--- config.mk ---
export PLATFORM = sky130hd
export DESIGN_NAME = direction_input_conditioner
export DESIGN_NICKNAME = d
export VERILOG_FILES = /design/src/rtl/direction_input_conditioner.sv
export SDC_FILE = /design/constraint.sdc
export NUM_CORES = 1
export LEC_CHECK = 0
export BUFFER_PORTS_ARGS = -buffer_cell sky130_fd_sc_hd__buf_2
export CORE_MARGIN = 5
export CORE_UTILIZATION = 55
export CTS_CLUSTER_DIAMETER = 150
export CTS_CLUSTER_SIZE = 28
export DETAILED_ROUTE_END_ITERATION = 10
export MAX_ROUTING_LAYER = met4
export PLACE_DENSITY = 0.72
export RECOVER_POWER = 50
export SYNTH_ARGS = -nofsm -noshare
export SYNTH_HDL_FRONTEND = slang
export SYNTH_SLANG_ARGS = --single-unit
export TNS_END_PERCENT = 10
--- constraint.sdc ---
create_clock -name clk -period 2.9 [get_ports clk]
set_input_delay 0 -clock clk [delete_from_list [all_inputs] [get_ports clk]]
set_output_delay 0 -clock clk [all_outputs]
set_load 0.01 [all_outputs]
--- src/rtl/direction_input_conditioner.sv ---
`default_nettype none
// ============================================================================
//  Module   : direction_input_conditioner
//  Purpose  : Turns four raw active-low push-buttons into a clean snake
//             heading. Each key goes through a 2-flop synchroniser, a
//             debouncer and a press-edge detector. The accepted headings
//             wait in a 2-deep queue and are committed on the datapath's
//             move tick. A 180-degree reversal is never issued.
//  Ports    : clk        - system clock
//             resetn     - asynchronous active-low reset
//             key_n[3:0] - raw keys, active-low ([3]=left [2]=up [1]=down [0]=right)
//             move_tick  - one-cycle advance pulse from the datapath
//             dir[1:0]   - committed heading (00=R 01=D 10=U 11=L)
//             move_*     - one-hot decode of dir
//             press[3:0] - one-cycle debounced press pulses
//             q_count    - number of queued headings (0..2)
//             drop       - one-cycle pulse: a press was rejected
//  Revision : 1.0 - initial release
// ============================================================================
module direction_input_conditioner #(
   parameter int DEBOUNCE_CYCLES = 250000,
   parameter int CNT_W           = 18
) (
   input  logic       clk,
   input  logic       resetn,
   input  logic [3:0] key_n,
   input  logic       move_tick,
   output logic [1:0] dir,
   output logic       move_right,
   output logic       move_down,
   output logic       move_up,
   output logic       move_left,
   output logic [3:0] press,
   output logic [1:0] q_count,
   output logic       drop
);

   localparam logic [CNT_W-1:0] c_cnt_max = CNT_W'(DEBOUNCE_CYCLES - 1);

   logic [3:0] r_sync1;
   logic [3:0] r_sync2;
   logic [3:0] w_stable;
   logic [3:0] r_stable_d;
   logic [3:0] r_press;
   logic [1:0] r_q [0:1];
   logic       r_wr_ptr;
   logic       r_rd_ptr;
   logic [1:0] r_count;
   logic [1:0] r_dir;
   logic       r_drop;

   logic       w_req_valid;
   logic [1:0] w_req;
   logic [1:0] w_tail;
   logic       w_pop;
   logic       w_accept;

   // Two-flop synchroniser; idle level of an active-low key is 1.
   always_ff @(posedge clk or negedge resetn) begin
      if (!resetn) begin
         r_sync1 <= 4'b1111;
         r_sync2 <= 4'b1111;
      end else begin
         r_sync1 <= key_n;
         r_sync2 <= r_sync1;
      end
   end

   // Per-key debouncer: the stable value only follows the synchronised
   // value after DEBOUNCE_CYCLES consecutive cycles of disagreement.
   for (genvar k = 0; k < 4; k++) begin : g_key
      logic [CNT_W-1:0] r_cnt;
      logic             r_stable;

      always_ff @(posedge clk or negedge resetn) begin
         if (!resetn) begin
            r_cnt    <= '0;
            r_stable <= 1'b1;
         end else if (r_sync2[k] != r_stable) begin
            if (r_cnt == c_cnt_max) begin
               r_stable <= ~r_stable;
               r_cnt    <= '0;
            end else begin
               r_cnt <= r_cnt + 1'b1;
            end
         end else begin
            r_cnt <= '0;
         end
      end

      assign w_stable[k] = r_stable;
   end

   // Press pulse on a released(1) -> pressed(0) transition of the stable value.
   always_ff @(posedge clk or negedge resetn) begin
      if (!resetn) begin
         r_stable_d <= 4'b1111;
         r_press    <= 4'b0000;
      end else begin
         r_stable_d <= w_stable;
         r_press    <= r_stable_d & ~w_stable;
      end
   end

   // Key bit index equals the heading code, so priority right>down>up>left
   // is simply "lowest set bit wins".
   always_comb begin
      w_req_valid = |r_press;
      w_req       = 2'b11;
      if (r_press[0])      w_req = 2'b00;
      else if (r_press[1]) w_req = 2'b01;
      else if (r_press[2]) w_req = 2'b10;
   end

   assign w_pop  = move_tick && (r_count != 2'd0);
   // Acceptance is judged against the pre-pop tail: the newest queued entry,
   // or the committed heading when nothing is queued.
   assign w_tail = (r_count != 2'd0) ? r_q[~r_wr_ptr] : r_dir;
   assign w_accept = w_req_valid
                  && (w_req != w_tail)
                  && ((w_req ^ w_tail) != 2'b11)
                  && ((r_count != 2'd2) || w_pop);

   always_ff @(posedge clk or negedge resetn) begin
      if (!resetn) begin
         r_q[0]   <= 2'b00;
         r_q[1]   <= 2'b00;
         r_wr_ptr <= 1'b0;
         r_rd_ptr <= 1'b0;
         r_count  <= 2'd0;
         r_dir    <= 2'b00;
         r_drop   <= 1'b0;
      end else begin
         r_drop <= w_req_valid && !w_accept;
         if (w_accept) begin
            r_q[r_wr_ptr] <= w_req;
            r_wr_ptr      <= ~r_wr_ptr;
         end
         if (w_pop) begin
            r_dir    <= r_q[r_rd_ptr];
            r_rd_ptr <= ~r_rd_ptr;
         end
         case ({w_accept, w_pop})
            2'b10:   r_count <= r_count + 2'd1;
            2'b01:   r_count <= r_count - 2'd1;
            default: r_count <= r_count;
         endcase
      end
   end

   assign dir        = r_dir;
   assign move_right = (r_dir == 2'b00);
   assign move_down  = (r_dir == 2'b01);
   assign move_up    = (r_dir == 2'b10);
   assign move_left  = (r_dir == 2'b11);
   assign press      = r_press;
   assign q_count    = r_count;
   assign drop       = r_drop;

endmodule
`default_nettype wire

==> impl_metrics.py, run 1 <==
metrics = {
    "outcome": {
        "outcome": "finished, final reports clean",
    },
    "place": {
        "place_ws_ps": 636.9,
        "gp_congestion": 0.8275,
        "place.port_buffers": 19,
        "dp_hpwl_um": 5140,
    },
    "power_and_ir_drop": {
        "cellPowerDensity_nw_per_um2": 500.8,
        "p_leak_uw": 0.002227,
        "pwr-share-seq_pct": 56.3,
        "p_sw_uw": 559.0,
        "switching_share_pct": 21.34,
        "ir_drop_uv": 277.5,
        "clkPwrFrac_pct": 40.6,
        "intPower_uw": 2061,
        "combPwrFrac_pct": 3.1,
        "power.total_uw": 2620,
    },
    "timing": {
        "slew_viol_final": 0,
        "fin_crit_sh_pct": 78.44,
        "rsz0062_at_grt": "false",
        "hold_viol_final": 0,
        "setup_tns_ps": 0,
        "period_minus_slack_ps": 2275,
        "fin_worst_hold_slack_ps": 62.87,
        "slew_headroom_pct": 4.821,
        "finalSetupViolations": 0,
        "fmax_mhz": 439.6,
        "fin_skew_ps": 7.179,
        "setup_slack_ps": 625.2,
        "tightest_slew_ps": 1428,
    },
    "cells_and_area": {
        "antennaDiodeCount": 0,
        "layout.nets": 492,
        "drive_above_1_share_pct": 11.52,
        "area_growth_pct": 10.37,
        "final_util_pct": 63.03,
    },
    "cts": {
        "cts_tree": "yes",
        "cts_buffers": 9,
        "clk_latency_ps": 360,
        "cts_root_buf": "clkbuf_8",
        "path_clk_slew_ps": 100,
        "htreeDepth": 3,
        "cts_sinks": 103,
        "clockBufferDepth": 2,
    },
    "global_route": {
        "grtUsageTotal_pct": 16.82,
        "grt_max_degree": 59,
        "overflow": 0,
        "grt_pass1_wl_um": 13680,
        "grt_antenna_before_repair": 0,
        "grt_pass1_vias": 3132,
    },
    "drt": {
        "route.detailed.vias_per_inst": 5.296,
        "antenna_left": 0,
        "drtPass1Iterations": 4,
        "wl_um": 7601,
        "drc": 0,
        "dr.first_iter.drc_count": 77,
        "routed-via-count": 3130,
        "wire_per_inst_um": 12.86,
    },
    "floorplan": {
        "ios": 20,
        "coreArea_um2": 8299,
        "rows": 33,
        "die_area_um2": 10570,
        "die_w_um": 102.8,
        "dieHeight_um": 102.8,
        "start_util_pct": 57.11,
    },
    "worst_setup_path": {
        "start_kind": "flop",
        "crit_fanout": 6,
        "crit_required_ps": 3160,
        "cp.arrival_ps": 2530,
        "cp-end-kind": "flop",
        "crit_type": "flop to flop",
    },
    "logic_synthesis": {
        "synth_cell_types": 40,
        "synth_top_family_by_area": "simple AND/OR/NAND/NOR gates",
        "synthesis.nets": 465,
        "synth_adder_area_share_pct": 1.056,
        "synth-compound-area-share_pct": 1.346,
        "synth_edf_count": 0,
        "ys_warn_count": 0,
        "ys_seq_area_share_pct": 54.80,
        "synth.area.mux_share_pct": 3.458,
        "synth-simple-area-share_pct": 23.60,
        "synth_flop_cell": "dfrtp_1",
        "syn_area_um2": 4740,
        "yosys.area_share.xor_xnor_pct": 13.83,
        "avgSynthCellArea_um2": 10.44,
        "async_flop_share_pct": 100.0,
        "ys_ff_latch": 103,
        "postSynthCellCount": 454,
    },
    "worst_hold_path": {
        "hp-class": "input pin to flop",
    },
    "job": {
        "max_cap_violations": 0,
    },
}
## cell usage after synthesis (2+ instances only)
library cell | n | area share, %
nor2_1 | 97 | 7.7
dfrtp_1 | 87 | 46
xnor2_1 | 47 | 8.7
nand2_1 | 27 | 2.1
nand3_1 | 22 | 2.3
xor2_1 | 22 | 4.1
dfstp_2 | 16 | 8.9
inv_1 | 14 | 1.1
nor3_1 | 14 | 1.5
nand4_1 | 12 | 1.6
nor4_1 | 12 | 1.6
and4_1 | 10 | 1.8
nor2b_1 | 9 | 1.2
mux2_2 | 7 | 1.7
and3_1 | 6 | 0.79
clkbuf_1 | 5 | 0.40
o21ai_0 | 5 | 0.53
ha_1 | 4 | 1.1
nand2b_1 | 4 | 0.53
nand3b_1 | 4 | 0.63
buf_2 | 3 | 0.32
mux2i_1 | 3 | 0.63
or2_2 | 3 | 0.40
a21oi_1 | 2 | 0.21
and2_1 | 2 | 0.26
mux2_4 | 2 | 0.63
nor4b_1 | 2 | 0.37
## cell usage in the layout (no fill, tap or decap), drive strengths merged, types with 14 or more instances in the layout
master   n
clkbuf  19
dfrtp   87
dfstp   16
inv     15
nand2   27
nand3   22
nor2    98
nor3    14
xnor2   47
xor2    22
## final cells by class
type	count	area, um^2
clock buffers	9	123.9
clock inverters	7	120.1
fillers	669	3068
inverters	14	52.55
multi-input cells	328	2052
flip-flops and latches	103	2597
well taps	105	131.4
repair buffers	25	153.9
## state kept, by name, indices dropped and copies added (netlist names)
name and flops:
g_key.r_cnt 72, g_key.r_stable 4, press 4, r_q 4, r_stable_d 4, r_sync1 4
r_sync2 4, dir 2, q_count 2, drop 1, r_rd_ptr 1, r_wr_ptr 1
## per-layer routing
| metal | wire, um | up-vias | global-route usage [%] |
|---|---|---|---|
| li1 | - | 1565 | - |
| met1 | 3733 | 1515 | 22.02 |
| met2 | 3456 | 41 | 25.72 |
| met3 | 255 | 9 | 2.842 |
| met4 | 157 | 0 | 7.968 |
| met5 | 0 | - | - |
## worst paths after layout
kind / from / end / slack, ps / depth (start not counted)
max: r_wr_ptr / r_q[3] / 630 / 5
min in group asynchronous: resetn / g_key[2].r_cnt[0] / 510 / 2
min reg2reg: r_sync1[0] / r_sync2[0] / 360 / 0
max reg2reg: r_wr_ptr / r_q[3] / 630 / 5
min: move_tick / q_count[0] / 60 / 4
max in group asynchronous: resetn / r_stable_d[3] / 1430 / 3
## power by group through the flow
stage / combinational, uW / clock [uW] / sequential [uW]
6_report: 81.8 / 1060 / 1470
5_1_grt: 98.0 / 1140 / 1480
4_1_cts: 85.6 / 1100 / 1480
3_5_place_dp: 80.3 / 0 / 1500
3_3_place_gp: 77.8 / 0 / 1500
2_1_floorplan: 38.6 / 0 / 1500
## worst max-delay path, cell delays in order, from the launching register on
cell	delay [ps]
dfrtp_1	410
mux2_1	360
mux2i_2	230
xor3_2	440
or3_4	420
mux2_4	310
## cell families (layout without fill, tap and decap cells)
logic type,Yosys count,count (layout)
compound gates,11,11
xor+xnor,71,71
fa+ha+maj,4,4
buf+inv,23,55
flops,103,103
mux,14,14
simple gates,228,228
## stage by stage
step | std cells | cell area (um^2)
2_1_floorplan | 454 | 4740
3_5_place_dp | 570 | 4951
4_1_cts | 591 | 5245
3_3_place_gp | 570 | 4951
6_report | 591 | 5231
5_1_grt | 591 | 5231
## what timing repair did
action,CTS,global route
setup buffers,0,0
hold buffers,5,0
hold endpoints to repair,54,0
resized for setup,0,0
No activity file was read; power rests on OpenSTA's default activity.
==> inputs of run 2 (changes only) <==
--- a/config.mk
+++ b/config.mk
@@ -12,7 +12,7 @@
 export CTS_CLUSTER_SIZE = 28
 export DETAILED_ROUTE_END_ITERATION = 10
 export MAX_ROUTING_LAYER = met4
-export PLACE_DENSITY = 0.72
+export PLACE_DENSITY = 0.75
 export RECOVER_POWER = 50
 export SYNTH_ARGS = -nofsm -noshare
 export SYNTH_HDL_FRONTEND = slang
==> constraint.sdc (replaced) <==
create_clock -name clk -period 2 [get_ports clk]
set_input_delay 0 -clock clk [delete_from_list [all_inputs] [get_ports clk]]
set_output_delay 0 -clock clk [all_outputs]
set_load 0.01 [all_outputs]
==> run 2 against run 1 <==
Compared with the run above:
- the flow now finishes with violations (negative setup slack)
- combinational power rose by 48%
- worst setup slack worse by 750 ps
- critical path depth did not move
- register-to-register slack got worse by 750 ps
- total power up 36%
- sequential power increased by 46%
- cell count rose by 2.9%
- largest cell class unchanged
- die area stayed put
- routed wire length rose by 6.4%
==> impl_metrics.py, run 2 (synthesis gave the netlist of run 1 again) <==
metrics = {
    "worst_setup_path": {
        "critPathTopFamily": "multiplexers",
        "crit_chain": "mux2_4, mux2i_4, xor3_2, or3_4, mux2_4",
        "crit_fanout": 4,
        "cpMostUsedCell": "mux2_4",
        "cp.arrival_ps": 2370,
        "slowest_stage": "dfrtp_1",
        "crit_required_ps": 2250,
        "crit_type": "flop to flop",
        "timing.critical_path.buf_inv": 0,
        "start_kind": "flop",
        "cp-end-kind": "flop",
        "cpPeakStageDelay_ps": 430,
    },
    "power_and_ir_drop": {
        "clkPwrFrac_pct": 36.6,
        "p_sw_uw": 822.5,
        "ir_drop_uv": 524.1,
        "cellPowerDensity_nw_per_um2": 667.6,
        "combPwrFrac_pct": 3.4,
        "pwr-share-seq_pct": 60.0,
        "intPower_uw": 2743,
        "switching_share_pct": 23.07,
        "p_leak_uw": 0.002323,
    },
    "timing": {
        "rsz0062_at_grt": "true",
        "fin_skew_ps": 8.199,
        "period_minus_slack_ps": 2122,
        "finalSetupViolations": 4,
        "fmax_mhz": 471.2,
        "fin_worst_hold_slack_ps": 69.88,
        "tightest_slew_ps": 1392,
        "hold_viol_final": 0,
        "slew_headroom_pct": 7.212,
        "slew_viol_final": 0,
        "setup_tns_ps": -392.0,
        "fin_crit_sh_pct": 106.1,
        "setup_slack_ps": -122.3,
    },
    "place": {
        "dp.cells": 586,
        "dp_hpwl_um": 5478,
        "gp_congestion": 0.7941,
        "place_ws_ps": -151.8,
        "place.port_buffers": 19,
    },
    "job": {
        "max_cap_violations": 0,
    },
    "floorplan": {
        "die_area_um2": 10570,
        "die_w_um": 102.8,
        "start_util_pct": 57.11,
        "rows": 33,
        "coreArea_um2": 8299,
        "dieHeight_um": 102.8,
        "ios": 20,
    },
    "global_route": {
        "grt_pass1_wl_um": 14010,
        "grt_antenna_before_repair": 0,
        "grt_max_degree": 104,
        "grtUsageTotal_pct": 17.16,
        "grt_pass1_vias": 3090,
        "overflow": 0,
    },
    "cts": {
        "cts_sinks": 103,
        "cts_root_buf": "clkbuf_8",
        "clockBufferDepth": 2,
        "htreeDepth": 3,
        "clk_latency_ps": 360,
        "cts_buffers": 9,
        "cts_tree": "yes",
        "path_clk_slew_ps": 100,
    },
    "cells_and_area": {
        "largest_reg_flops": 72,
        "layout_commonest_cell": "nor2_1",
        "fin_cells": 608,
        "area_growth_pct": 12.67,
        "layout.nets": 509,
        "largest-register": "g_key.r_cnt",
        "layout_common_cells": "nor2_1, dfrtp_1, xnor2_1",
        "final_util_pct": 64.34,
        "antennaDiodeCount": 0,
        "drive_above_1_share_pct": 16.70,
    },
    "drt": {
        "drc": 0,
        "dr.first_iter.drc_count": 96,
        "drtPass1Iterations": 5,
        "routed-via-count": 3220,
        "antenna_left": 0,
        "route.detailed.vias_per_inst": 5.296,
        "wl_um": 8090,
        "wire_per_inst_um": 13.31,
    },
    "outcome": {
        "violations": "negative setup slack",
        "outcome": "finished, violations left",
    },
    "worst_hold_path": {
        "hp-class": "input pin to flop",
    },
}
-- run 2: final timing paths --
| check | from | to | slack [ps] | cells past startpoint |
|---|---|---|---|---|
| min in group asynchronous | resetn | g_key[2].r_cnt[13] | 560 | 3 |
| max | r_wr_ptr | r_q[2] | -120 | 5 |
| max in group asynchronous | resetn | g_key[3].r_cnt[4] | 500 | 3 |
| min reg2reg | r_sync1[2] | r_sync2[2] | 360 | 0 |
| max reg2reg | r_wr_ptr | r_q[2] | -120 | 5 |
| min | move_tick | q_count[0] | 70 | 4 |
-- run 2: power by group through the flow --
stage | Sequential (uW) | Combinational (uW) | Clock, uW
finish | 2140 | 121 | 1310
CTS | 2140 | 128 | 1350
global route | 2140 | 143 | 1430
floorplan | 2170 | 56.0 | 0
detailed placement | 2180 | 120 | 0
global placement | 2180 | 116 | 0
-- run 2: repair_timing --
item / 4_1_cts / 5_1_grt
hold buffers: 5 / 0
endpoints found under the setup margin: 4 / 22
pin swaps: 0 / 0
hold endpoints to repair: 91 / 0
setup buffers: 1 / 0
resized for setup: 3 / 2
-- run 2: per-stage QoR --
stage,total power [uW],instance area [um^2]
after CTS,3621,5344
after floorplan,2229,4743
after global placement,2292,5075
final,3565,5340
after detailed placement,2299,5075
after global routing,3719,5340
-- run 2: cell type report --
class	count	area, um^2
clock buffer	10	127.6
tap	105	131.4
clock inverter	6	67.56
timing repair buffer	42	282.8
sequential	103	2597
multi-input combinational	328	2081
fill	643	2959
inverter	14	52.55
-- run 2: routing by layer --
metal	track usage [%]	routed length [um]
met3	4.398	290
met5	-	0
met4	5.777	119
met2	25.47	3716
met1	23.17	3964
-- run 2: tightest hold or removal path: stages --
cell,delay (ps)
buf_2,130
nor2b_1,60
o22ai_1,140
nand2_1,70
==> inputs of run 3 (changes only) <==
--- a/config.mk
+++ b/config.mk
@@ -13,7 +13,6 @@
 export DETAILED_ROUTE_END_ITERATION = 10
 export MAX_ROUTING_LAYER = met4
 export PLACE_DENSITY = 0.75
-export RECOVER_POWER = 50
 export SYNTH_ARGS = -nofsm -noshare
 export SYNTH_HDL_FRONTEND = slang
 export SYNTH_SLANG_ARGS = --single-unit
==> run 3 against run 2 <==
Compared with the run above:
- critical path depth unchanged
- clock power about the same
- global-route usage stayed put
- critical endpoint unchanged
- die area stayed put
- hold slack better by 0.96 ps
- largest power group unchanged
- sequential share of layout area down 0.11 points
- design area up 0.23%
- the run still ends with negative setup slack left
- combinational power rose by 3%
- highest routed layer unchanged
- worst setup slack hardly changed
==> impl_metrics.py, run 3 (synthesis gave the netlist of run 1 again) <==
metrics = {
    "drt": {
        "route.detailed.vias_per_inst": 5.299,
        "dr.first_iter.drc_count": 102,
        "wire_per_inst_um": 13.27,
        "drc": 0,
        "routed-via-count": 3222,
        "wl_um": 8071,
        "drtPass1Iterations": 4,
        "antenna_left": 0,
    },
    "global_route": {
        "grtUsageTotal_pct": 17.16,
        "met2_usage_pct": 25.47,
        "overflow": 0,
        "grt_pass1_vias": 3090,
        "use_met1_pct": 23.17,
        "grt_max_degree": 104,
        "grt_antenna_before_repair": 0,
        "grt_most_used_layer": "met2",
        "grt_pass1_wl_um": 14010,
        "met3_usage_pct": 4.398,
    },
    "cts": {
        "cts_root_buf": "clkbuf_8",
        "htreeDepth": 3,
        "cts_buffers": 9,
        "clockBufferDepth": 2,
        "clk_latency_ps": 360,
        "path_clk_slew_ps": 100,
        "cts_sinks": 103,
        "cts_tree": "yes",
    },
    "place": {
        "place.port_buffers": 19,
        "placed_cell_area_um2": 5075,
        "dp_hpwl_um": 5478,
        "gp_congestion": 0.7941,
    },
    "floorplan": {
        "start_util_pct": 57.11,
        "die_area_um2": 10570,
        "rows": 33,
        "dieHeight_um": 102.8,
        "ios": 20,
        "die_w_um": 102.8,
        "coreArea_um2": 8299,
    },
    "worst_setup_path": {
        "cp-end-kind": "flop",
        "cp.arrival_ps": 2370,
        "start_kind": "flop",
        "crit_fanout": 4,
        "crit_required_ps": 2250,
        "crit_type": "flop to flop",
    },
    "cells_and_area": {
        "layout_common_cells": "nor2_1, dfrtp_1, xnor2_1",
        "layout_commonest_cell": "nor2_1",
        "antennaDiodeCount": 0,
        "largest_reg_flops": 72,
        "area_growth_pct": 12.94,
        "largest-register": "g_key.r_cnt",
        "stdcell_area_um2": 5353,
        "drive_above_1_share_pct": 17.50,
        "layout.nets": 509,
    },
    "timing": {
        "fin_crit_sh_pct": 106.1,
        "setup_slack_ps": -122.4,
        "setup_tns_ps": -392.3,
        "slew_viol_final": 0,
        "fmax_mhz": 471.2,
        "period_minus_slack_ps": 2122,
        "rsz0062_at_grt": "true",
        "slew_headroom_pct": 60.86,
        "tightest_slew_ps": 587.1,
        "hold_viol_final": 0,
        "fin_skew_ps": 8.266,
        "finalSetupViolations": 4,
    },
    "job": {
        "max_cap_violations": 0,
    },
    "power_and_ir_drop": {
        "clkPwrFrac_pct": 36.6,
        "combPwrFrac_pct": 3.5,
        "switching_share_pct": 23.04,
        "p_leak_uw": 0.002327,
        "cellPowerDensity_nw_per_um2": 666.7,
        "ir_drop_uv": 524.2,
        "intPower_uw": 2746,
        "p_sw_uw": 822.2,
        "pwr-share-seq_pct": 59.9,
    },
    "outcome": {
        "outcome": "finished, violations left",
        "violations": "negative setup slack",
    },
    "worst_hold_path": {
        "hp-class": "input pin to flop",
    },
}
run 3: worst paths after layout:
check / from / to / slack, ps / cells after the start
setup / recovery: r_wr_ptr / r_q[2] / -120 / 5
hold / removal: move_tick / q_count[0] / 70 / 4
setup reg to reg: r_wr_ptr / r_q[2] / -120 / 5
hold reg to reg: r_sync1[2] / r_sync2[2] / 360 / 0
max in group asynchronous: resetn / g_key[3].r_cnt[4] / 1330 / 3
min in group asynchronous: resetn / g_key[2].r_cnt[13] / 170 / 3
run 3: through the flow:
stage / instances / utilization [%] / hold WS, ps / setup WS, ps / power, uW
after floorplan: 454 / - / -295.6 / -141.2 / 2229
after global placement: 586 / 61.15 / 104.7 / -106.3 / 2292
after detailed placement: 586 / 61.15 / 106.2 / -151.8 / 2299
after CTS: 608 / 64.39 / 48.26 / -119.5 / 3621
after global routing: 608 / 64.50 / 71.15 / -158.7 / 3724
final: 608 / 64.50 / 70.84 / -122.4 / 3569
run 3: critical path: stages (launching register included):
cell and delay, ps:
dfrtp_1 430, mux2_4 330, mux2i_4 160, xor3_2 380
or3_4 410, mux2_4 310
run 3: power groups by stage:
stage,registers [uW],logic (uW),clock network [uW]
floorplan,2170,56.0,0
global placement,2180,116,0
detailed placement,2180,120,0
CTS,2140,128,1350
global route,2140,147,1430
finish,2140,125,1310
run 3: layout make-up:
class / count / area, um^2
clock buffer: 10 / 127.6
inverter: 14 / 52.55
sequential: 103 / 2597
tap: 105 / 131.4
multi-input combinational: 328 / 2081
clock inverter: 6 / 67.56
fill: 641 / 2947
timing repair buffer: 42 / 295.3
run 3: repair_timing:
action / 4_1_cts / 5_1_grt
endpoints found under the setup margin: 4 / 22
pin swaps: 0 / 0
gates resized for setup: 3 / 2
setup buffers: 1 / 0
hold buffers: 5 / 0
endpoints found under the hold margin: 91 / 0
run 3: routing by layer:
metal / share of wire, % / vias to the layer above
met5: 0 / -
met4: 1.5 / 0
met3: 3.6 / 13
met2: 46 / 49
met1: 49 / 1559
li1: - / 1601
